===== config.mk =====
export PLATFORM = sky130hd
export DESIGN_NAME = demux1_5
export DESIGN_NICKNAME = d
export VERILOG_FILES = /design/src/rtl/demux1_5.sv
export SDC_FILE = /design/constraint.sdc
export NUM_CORES = 1
export LEC_CHECK = 0
export CAP_MARGIN = 0
export CORE_MARGIN = 3
export CORE_UTILIZATION = 30
export CTS_BUF_LIST = sky130_fd_sc_hd__clkbuf_4
export DETAILED_ROUTE_END_ITERATION = 10
export PLACE_DENSITY_LB_ADDON = 0.12
export SYNTH_ARGS = -nofsm -noshare
export SYNTH_HDL_FRONTEND = slang
export SYNTH_SLANG_ARGS = --single-unit

===== constraint.sdc =====
create_clock -name clk -period 2.6 [get_ports clk]
set_clock_uncertainty 0.1 [all_clocks]
set_input_delay 0.52 -clock clk [delete_from_list [all_inputs] [get_ports clk]]
set_output_delay 0.52 -clock clk [all_outputs]
set_load 0.05 [all_outputs]

===== src/rtl/demux1_5.sv =====
// demux1_5 : registered 1-to-5 demultiplexer with valid/ready handshaking.
// Each output lane owns a one-entry holding register, so a stalled lane only
// blocks words addressed to it. Words with an out-of-range select (5-7) are
// accepted, discarded, and counted in a saturating debug counter.
module demux1_5 #(
   parameter int SZE = 4
) (
   input  logic           clk,
   input  logic           rst_n,
   input  logic [SZE-1:0] in_data,
   input  logic [2:0]     in_sel,
   input  logic           in_valid,
   output logic           in_ready,
   output logic [SZE-1:0] out0,
   output logic [SZE-1:0] out1,
   output logic [SZE-1:0] out2,
   output logic [SZE-1:0] out3,
   output logic [SZE-1:0] out4,
   output logic [SZE-1:0] outbar0,
   output logic [SZE-1:0] outbar1,
   output logic [SZE-1:0] outbar2,
   output logic [SZE-1:0] outbar3,
   output logic [SZE-1:0] outbar4,
   output logic [4:0]     out_valid,
   input  logic [4:0]     out_ready,
   output logic           drop_pulse,
   output logic [7:0]     drop_cnt
);

   localparam int          NUM_LANES = 5;
   localparam logic [7:0]  CNT_MAX   = 8'hFF;

   logic [SZE-1:0]       r_data [NUM_LANES];
   logic [NUM_LANES-1:0] r_valid;
   logic                 r_drop_pulse;
   logic [7:0]           r_drop_cnt;

   logic                 w_sel_ok;
   logic                 w_ready;
   logic                 w_accept;
   logic                 w_drop;
   logic [NUM_LANES-1:0] w_load;

   assign w_sel_ok = (in_sel < 3'd5);

   // Input readiness: a valid lane may accept when empty or draining this cycle;
   // invalid selects are always accepted so they can be discarded.
   always_comb begin
      // NOTE: every signal assigned here gets a default first so no latch is inferred.
      w_ready = 1'b1;
      if (w_sel_ok) begin
         case (in_sel)
            3'd0:    w_ready = !r_valid[0] || out_ready[0];
            3'd1:    w_ready = !r_valid[1] || out_ready[1];
            3'd2:    w_ready = !r_valid[2] || out_ready[2];
            3'd3:    w_ready = !r_valid[3] || out_ready[3];
            3'd4:    w_ready = !r_valid[4] || out_ready[4];
            default: w_ready = 1'b1;
         endcase
      end
   end

   assign w_accept = in_valid && w_ready;
   assign w_drop   = w_accept && !w_sel_ok;

   // One-hot load strobe for the addressed lane.
   always_comb begin
      w_load = '0;
      for (int n = 0; n < NUM_LANES; n++) begin
         w_load[n] = w_accept && w_sel_ok && (in_sel == 3'(n));
      end
   end

   // Lane holding registers: a load wins over a drain, so load+drain keeps the lane full.
   always_ff @(posedge clk) begin
      if (!rst_n) begin
         // NOTE: lane data is reset too because out0..out4 are directly observable outputs.
         r_valid <= '0;
         for (int n = 0; n < NUM_LANES; n++) begin
            r_data[n] <= '0;
         end
      end else begin
         for (int n = 0; n < NUM_LANES; n++) begin
            if (w_load[n]) begin
               // NOTE: non-blocking assignments keep every register update on the same edge.
               r_data[n]  <= in_data;
               r_valid[n] <= 1'b1;
            end else if (r_valid[n] && out_ready[n]) begin
               r_valid[n] <= 1'b0;
            end
         end
      end
   end

   // Drop tracking: one pulse per discarded word and a saturating count.
   always_ff @(posedge clk) begin
      if (!rst_n) begin
         r_drop_pulse <= 1'b0;
         r_drop_cnt   <= '0;
      end else begin
         r_drop_pulse <= w_drop;
         if (w_drop && (r_drop_cnt != CNT_MAX)) begin
            r_drop_cnt <= r_drop_cnt + 8'd1;
         end
      end
   end

   assign in_ready   = w_ready;
   assign out_valid  = r_valid;
   assign drop_pulse = r_drop_pulse;
   assign drop_cnt   = r_drop_cnt;

   assign out0 = r_data[0];
   assign out1 = r_data[1];
   assign out2 = r_data[2];
   assign out3 = r_data[3];
   assign out4 = r_data[4];

   assign outbar0 = ~r_data[0];
   assign outbar1 = ~r_data[1];
   assign outbar2 = ~r_data[2];
   assign outbar3 = ~r_data[3];
   assign outbar4 = ~r_data[4];

endmodule


Yosys cells after proc, flatten, opt, wreduce, memory -nomap -nowiden
Memory sizes are Yosys's and may differ from the RTL's.
Cells that the tools add are included.
{"block": "totals", "input_bits": 15, "mem_bits_rw": 20, "reg_bits": 14, "output_inout_bits": 55, "memories": 1}
{"memory": "r_data", "words": 5, "width": 4, "read_ports": 5, "rd_ports_with_merged_regs": 0, "wr": 5, "line": "33", "rtl": "logic [SZE-1:0] r_data [NUM_LANES];"}
{"block": "op_classes", "eq_ne": 5, "bitwise_logic": 10, "addsub": 1, "order_cmp": 1, "mux": 33, "n_reduce_logical": 31}
{"operator": "$mux W1", "n": 27}
{"operator": "$mux W4", "n": 5}
{"operator": "$not A4 Y4", "n": 5}
{"operator": "$logic_and A1 B1 Y1", "n": 14}
{"operator": "$reduce_bool A2 Y1", "n": 5}
{"operator": "$add A8 B1 Y8 const B", "n": 1}
{"operator": "$ne A8 B8 Y1 const B", "n": 1}
{"operator": "$eq A3 B2 Y1 const B", "n": 2}
{"operator": "$logic_not A1 Y1", "n": 6}
{"operator": "$logic_or A1 B1 Y1", "n": 5}
{"operator": "$or A1 B1 Y1", "n": 5}
{"operator": "$pmux W1 S5", "n": 1}
{"operator": "$eq A3 B1 Y1 const B", "n": 1}
{"operator": "$eq A3 B3 Y1 const B", "n": 1}
{"operator": "$logic_not A3 Y1", "n": 1}
{"operator": "$lt A3 B3 Y1 const B", "n": 1}

Logic depth before layout (Yosys ltp)
Gate-level depths: netlist (run 1).
{"block": "logic_depth", "ltp_word": 11, "ltp_mapped": 6, "mapped_depth_nobuf": 5}

Worst setup path before layout (run 1)
OpenSTA, ideal clock, no wires.
{"block": "synth_path", "path_kind": "register -> output", "from": "reg r_valid[4] (netlist: out_valid[4])", "to": "out in_ready", "stages_incl_launch_ff": 4, "path_slack_ns": 0.197, "required_time_ns": 1.980, "arrival_time_ns": 1.783, "path_buffers": 0, "path_cell_list": "dfxtp_1 or4b_4 a32oi_4 nand3_1"}
{"block": "synth_via", "elab_chain_len": 4}
{"element": "start, declared", "line": "34", "rtl": "logic [NUM_LANES-1:0] r_valid;"}
{"element": "start signal, assigned", "line": "78", "rtl": "r_valid <= '0;"}
{"element": "start signal, assigned by index", "line": "87", "rtl": "r_valid[n] <= 1'b1;"}
{"element": "start signal, assigned by index", "line": "89", "rtl": "r_valid[n] <= 1'b0;"}
{"element": "$logic_not A1 Y1", "line": "57", "rtl": "3'd4: w_ready = !r_valid[4] || out_ready[4];"}
{"element": "$logic_or A1 B1 Y1", "line": "57"}
{"element": "$pmux W1 S5", "line": "52", "rtl": "case (in_sel)"}
{"element": "$mux W1", "line": "51", "rtl": "if (w_sel_ok) begin"}
{"element": "end, declared", "line": "13", "rtl": "output logic in_ready,"}
Every way passes these cells.

Final worst setup path (run 1)
{"block": "layout_path", "from": "in in_sel[2]", "to": "out in_ready"}
{"block": "layout_via", "elab_chain_len": 3, "word_cells_on_any_way": 8}
{"element": "start, declared", "line": "11", "rtl": "input logic [2:0] in_sel,"}
{"element": "$eq A3 B3 Y1, or another cell as far along", "line": "52"}
{"element": "$pmux W1 S5", "line": "52"}
{"element": "$mux W1 *", "line": "51"}
Mark *: on every way between the ends. The rest lies on a longest branch, timed or not.

==> out/metrics.yaml, run 1 <==
die:
  core_area_sq_um: 4534
  start_util_pct: 32.42
  die_y_microns: 76.01
  ioPinCount: 70
  die-area_sq_um: 5777
  num_rows: 24
  die_w_microns: 76.01
synth:
  yosysWarnings: 0
  syn_inst: 138
  ys_types: 31
  seq_area_frac_synth_pct: 59.91
  ys_seq_elements: 34
  netlist.area_leader.share_pct: 40.85
  synth_nets: 154
  netlist_area_sq_um: 1470
  synth.avg_cell_area_sq_um: 10.65
  yosysTopAreaCell: "edfxtp_1"
  netlist_top_cells_area: "edfxtp_1 41%, dfxtp_1 19%, inv_1 6.4%"
worst_setup_path:
  arrival_ns: 1.90
  required_ns: 1.98
  cp_top_family: "simple AND/OR/NAND/NOR gates"
  r2r-start: "drop_cnt[0]"
  startpoint: "in_sel[2]"
  max_stage_delay_ns: 0.61
  worst-path-buf-inv: 2
  cp_max_fo: 6
  end_kind: "output port"
  path_cells: "clkdlybuf4s50_1 > or4_1 > nand3_2 > buf_8"
  crit_type: "input port to output port"
  crit_slowest_cell: "or4_1"
  start_kind: "input port"
placement:
  dpl.cell_count: 280
  finalWeightedCongestion: 0.8083
  portBuffers: 69
  dpl.hpwl_mm: 2.801
  pre_cts_slack_ns: -0.03290
routing:
  wl_per_cell_microns: 12.40
  wl_mm: 3.571
  firstDrtPassIters: 4
  detail-route-antenna-nets: 0
  viasPerCell: 4.507
  via_count: 1298
  drc: 0
  first_iter_violations: 87
clocking:
  root_buffer: "clkbuf_4"
  clk_latency_ns: 0.33
  clk_pin_slew_worst_paths_ns: 0.10
  holdBufCountCts: 0
  cts_tree: "done"
  cts_sinks: 34
  cts_buffers: 5
  cts_buffer_depth: 2
  ctsHtreeMaxLevel: 2
power:
  p_clk_share_pct: 21.7
  ir_drop_mv: 0.1921
  p_per_area_nw_per_um2: 535.7
  internal-power_uw: 843.8
  combPwrFrac_pct: 30.2
  p_sw_uw: 433.1
  switching_share_pct: 33.92
  seqPwrFrac_pct: 48.1
  p_leak_nw: 0.9410
timing:
  slew_viol_final: 0
  hold_viol: 0
  finalCritPeriodShare_pct: 96.88
  finalCriticalPeriod_ns: 2.519
  layout_setup_ws_ns: 0.08116
  worst_pin_slew_ns: 0.6105
  rsz0062_at_grt: "no"
  slew_headroom_pct: 59.02
  fmax_mhz: 397.0
  fin_tns_setup_ns: 0
  setup_viol: 0
layout:
  multiInputGateArea_sq_um: 473.0
  layout-area-overhead-vs-synth_pct: 62.13
  drive_above_1_share_pct: 11.66
  final_common_cell: "clkdlybuf4s50_1"
  fill_cells: 406
  register_area_sq_um: 880.8
  diodes: 0
  final_cell_mix: "65 x clkdlybuf4s50_1, 25 x inv_1, 20 x edfxtp_1"
  layout.nets: 238
  fin_util_pct: 52.57
  final_cells: 288
run:
  drv_cap: 0
grt:
  grt_use_total_pct: 12.91
  grt_pass1_vias: 1270
  antenna_found_initial: 0
  grt_first_pass_wirelength_mm: 6.058
  grt_overflow: 0
  grt_max_degree: 13
hold_path:
  hold_path_class: "register to register"
  hp-start: "out_valid[4]"
run_status:
  status: "finished, final reports clean"
-- routing by layer --
metal | GRT usage (%) | vias to the layer above | part of all wire (%)
met3 | 4.019 | 6 | 7.7
li1 | - | 650 | -
met5 | 0 | - | 0
met2 | 21.99 | 59 | 50
met1 | 14.81 | 583 | 41
met4 | 5.978 | 0 | 1.5
-- through the flow --
| step | hold slack, ns | cell area, sq um | total power, mW |
|---|---|---|---|
| 3_5_place_dp | 0.3714 | 2317 | 1.014 |
| 2_1_floorplan | 0.5894 | 1470 | 0.8626 |
| 5_1_grt | 0.4158 | 2384 | 1.337 |
| 6_report | 0.3845 | 2384 | 1.277 |
| 3_3_place_gp | 0.3717 | 2317 | 1.010 |
| 4_1_cts | 0.3901 | 2381 | 1.294 |
-- cells in the mapped netlist (all sizes together) --
library cell   n
o211a          1
nor2           5
buf            4
nor4           1
and3b          1
a21oi          8
or4b           1
nand3          9
nand4          1
edfxtp        20
nand2          5
o31ai          2
o21ai          9
nor2b          3
or3            2
a32oi          1
nor3           1
xor2           1
nand3b         2
clkbuf         2
or4            4
o211ai         2
a31oi          2
nand2b         5
inv           25
and2           4
ha             1
mux2i          2
dfxtp         14
-- state kept, by name (all words and copies together) (netlist names) --
signal / flops
out_valid: 5
r_data: 20
drop_pulse: 1
drop_cnt: 8
-- logic make-up after synthesis --
logic type / after synthesis / share of synthesized area (%)
adders and majority gates: 1 / 0.8509
and+or+nand+nor: 44 / 17.36
DFF: 34 / 59.92
xor gates and xnor gates: 1 / 0.5959
muxes: 2 / 1.362
AOI/OAI and AO/OA: 25 / 11.66
buffers and inverters: 31 / 8.256
-- area by class of cell --
cell class | instances | share of cell area (%)
multi-input combinational | 73 | 19.84
sequential | 34 | 36.96
timing repair buffer | 83 | 33.60
tap | 65 | 3.412
clock inverter | 2 | 0.3675
clock buffer | 6 | 1.890
inverter | 25 | 3.937
-- worst reg2reg max path, delay by kind of cell (launching register included) --
family	cells	cell delay, ns
AOI/OAI and AO/OA	1	0.50
DFF	1	0.41
adders and majority gates	1	0.24
buffers and inverters	1	0.24
muxes	1	0.18
and+or+nand+nor	2	0.15
-- final timing paths --
kind                       end  slack [ns]  depth (start not counted)
setup / recovery      in_ready        0.08                          4
hold reg to reg   out_valid[4]        0.38                          2
setup reg to reg   drop_cnt[1]        0.69                          6
hold / removal    out_valid[4]        0.38                          2
-- what timing repair did --
item,CTS,global route
endpoints found under the setup margin,1,1
endpoints found under the hold margin,0,0
resized for setup,5,1
setup buffers,0,0
pin swaps,3,3
-- power by group through the flow --
stage	combinational [mW]	sequential, mW	clock [mW]
finish	0.386	0.614	0.277
global route	0.402	0.619	0.316
floorplan	0.138	0.725	0
CTS	0.388	0.616	0.290
global placement	0.384	0.626	0
detailed placement	0.386	0.628	0
No activity file was read; power rests on OpenSTA's default activity.
==> inputs of run 2 (changes only) <==
--- a/config.mk
+++ b/config.mk
@@ -6,9 +6,9 @@
 export NUM_CORES = 1
 export LEC_CHECK = 0
 export CAP_MARGIN = 0
-export CORE_MARGIN = 3
 export CORE_UTILIZATION = 30
 export CTS_BUF_LIST = sky130_fd_sc_hd__clkbuf_4
+export CTS_CLUSTER_SIZE = 20
 export DETAILED_ROUTE_END_ITERATION = 10
 export PLACE_DENSITY_LB_ADDON = 0.12
 export SYNTH_ARGS = -nofsm -noshare
==> run 2 against run 1 <==
  * Final area increased by 0.10%
  * Clock power increased by 3%
  * Clock-buffer cell count unchanged
  * Final cell count increased by 0.35%
  * Sequential share of layout area about the same
  * Fmax increased by 1.1%
  * Largest cell class unchanged
  * Wire length decreased by 5.4%
  * Global-route usage increased by 1.0 points
  * Die area decreased by 10%
==> out/metrics.yaml, run 2 (synthesis gave the netlist of run 1 again) <==
layout:
  final_cell_mix: "65 x clkdlybuf4s50_1, 25 x inv_1, 20 x edfxtp_1"
  max_flop_register: "r_data"
  largest_reg_flops: 20  # unchanged
  diodes: 0  # unchanged
  fin_util_pct: 50.52  # -2.0 points
  drive_above_1_share_pct: 11.26  # -0.40 points
  final_common_cell: "clkdlybuf4s50_1"
  layout-area-overhead-vs-synth_pct: 62.30
  layout.nets: 237  # -0.42%
routing:
  wl_per_cell_microns: 11.69  # -5.7%
  detail-route-antenna-nets: 0  # unchanged
  via_count: 1275  # -1.8%
  viasPerCell: 4.412  # -2.1%
  wl_mm: 3.379  # -5.4%
  firstDrtPassIters: 4  # unchanged
  first_iter_violations: 17  # -80%
  drc: 0  # unchanged
grt:
  grt_use_total_pct: 13.96  # +1.0 points
  gr-max-usage-layer: "met2"
  use_met2_pct: 22.96  # +0.97 points
  gr-usage-met1_pct: 16.40  # +1.6 points
  grt_pass1_vias: 1143  # -10%
  antenna_found_initial: 0  # unchanged
  grt_first_pass_wirelength_mm: 5.423  # -10%
  grt_max_degree: 14  # +1
  grt_overflow: 0  # unchanged
  met3_usage_pct: 4.444  # +0.43 points
clocking:
  ctsHtreeMaxLevel: 2  # unchanged
  clk_pin_slew_worst_paths_ns: 0.10  # about the same
  root_buffer: "clkbuf_4"
  cts_buffers: 5  # unchanged
  cts_tree: "done"
  cts_sinks: 34  # unchanged
  cts_buffer_depth: 2  # unchanged
  holdBufCountCts: 0  # unchanged
  clk_latency_ns: 0.34  # about the same
die:
  start_util_pct: 31.13  # -1.3 points
  die_y_microns: 72.01  # -5.3%
  ioPinCount: 70  # unchanged
  die_w_microns: 72.01  # -5.3%
  core_area_sq_um: 4723  # +4.2%
  num_rows: 25  # +4.2%
  die-area_sq_um: 5185  # -10%
run_status:
  status: "finished, final reports clean"
timing:
  rsz0062_at_grt: "no"
  whs_ns: 0.3839  # -0.0006400 ns
  setup_viol: 0  # unchanged
  finalCriticalPeriod_ns: 2.491  # -0.02803 ns
  worst_pin_slew_ns: 0.8273  # +0.2167 ns
  slew_viol_final: 0  # unchanged
  finalCritPeriodShare_pct: 95.80  # -1.1 points
  fmax_mhz: 401.5  # +1.1%
  hold_viol: 0  # unchanged
  slew_headroom_pct: 44.48  # -15 points
worst_setup_path:
  end_kind: "output port"
  required_ns: 1.98  # about the same
  crit_type: "input port to output port"
  start_kind: "input port"
  cp_max_fo: 6  # unchanged
  arrival_ns: 1.87  # -0.03 ns
power:
  ir_drop_mv: 0.2217  # +15%
  p_per_area_nw_per_um2: 537.5  # +0.33%
  p_leak_nw: 0.9522  # +1.2%
  total_power_mw: 1.282  # +0.44%
placement:
  portBuffers: 69  # unchanged
  finalWeightedCongestion: 0.8372  # +3.6%
  dpl.hpwl_mm: 2.617  # -6.6%
hold_path:
  hold_path_class: "input port to register"
run:
  drv_cap: 0  # unchanged
## run 2: cell count changes in the layout (fill, tap and decap cells not counted), sizes merged
cell | before | now
dlygate4sd2 | 2 | 0
dlymetal6s2s | 1 | 3
buf | 15 | 14
## run 2: path summary, 6_finish.rpt
kind	from	end	slack [ns]	depth (start not counted)
max reg2reg	out_valid[4]	r_data[0][3]	0.58	6
min	out_ready[4]	out_valid[4]	0.38	3
min reg2reg	out_valid[4]	out_valid[4]	0.40	2
max	in_sel[2]	in_ready	0.11	4
## run 2: layout make-up
| cell class | instances | area (sq um) |
|---|---|---|
| Tap cell | 67 | 83.83 |
| Multi-Input combinational cell | 73 | 473.0 |
| Sequential cell | 34 | 880.8 |
| Timing Repair Buffer | 82 | 800.8 |
| Clock inverter | 2 | 8.758 |
| Inverter | 25 | 93.84 |
| Fill cell | 436 | 2337 |
| Clock buffer | 6 | 45.04 |
## run 2: where the power goes
group / total, mW / internal, mW / switching, mW
clock: 0.284 / 0.112 / 0.172
combinational: 0.384 / 0.132 / 0.251
sequential: 0.615 / 0.599 / 0.0155
## run 2: layer usage
metal | part of all wire, % | vias up
met4 | 2.0 | 0
met5 | 0 | -
met1 | 44 | 576
li1 | - | 641
met2 | 48 | 52
met3 | 6.2 | 6
## run 2: critical path: stages
cell             delay (ns)
clkdlybuf4s50_1        0.50
or4_1                  0.59
nand3_2                0.11
buf_8                  0.15
## run 2: metrics by stage
step | setup TNS (ns) | cells | cell area [sq um] | worst slack [ns]
2_1_floorplan | 0 | 138 | 1470 | 0.1965
3_3_place_gp | 0 | 280 | 2305 | 0.007666
3_5_place_dp | -0.02039 | 280 | 2305 | -0.02039
4_1_cts | 0 | 288 | 2367 | 0.002607
5_1_grt | 0 | 289 | 2386 | 0.07093
6_report | 0 | 289 | 2386 | 0.1092
## run 2: what timing repair did
| item | CTS | global route |
|---|---|---|
| pin swaps | 0 | 3 |
| setup buffers | 0 | 1 |
| resized for setup | 2 | 4 |
| endpoints found under the setup margin | 1 | 1 |
| hold endpoints to repair | 0 | 0 |
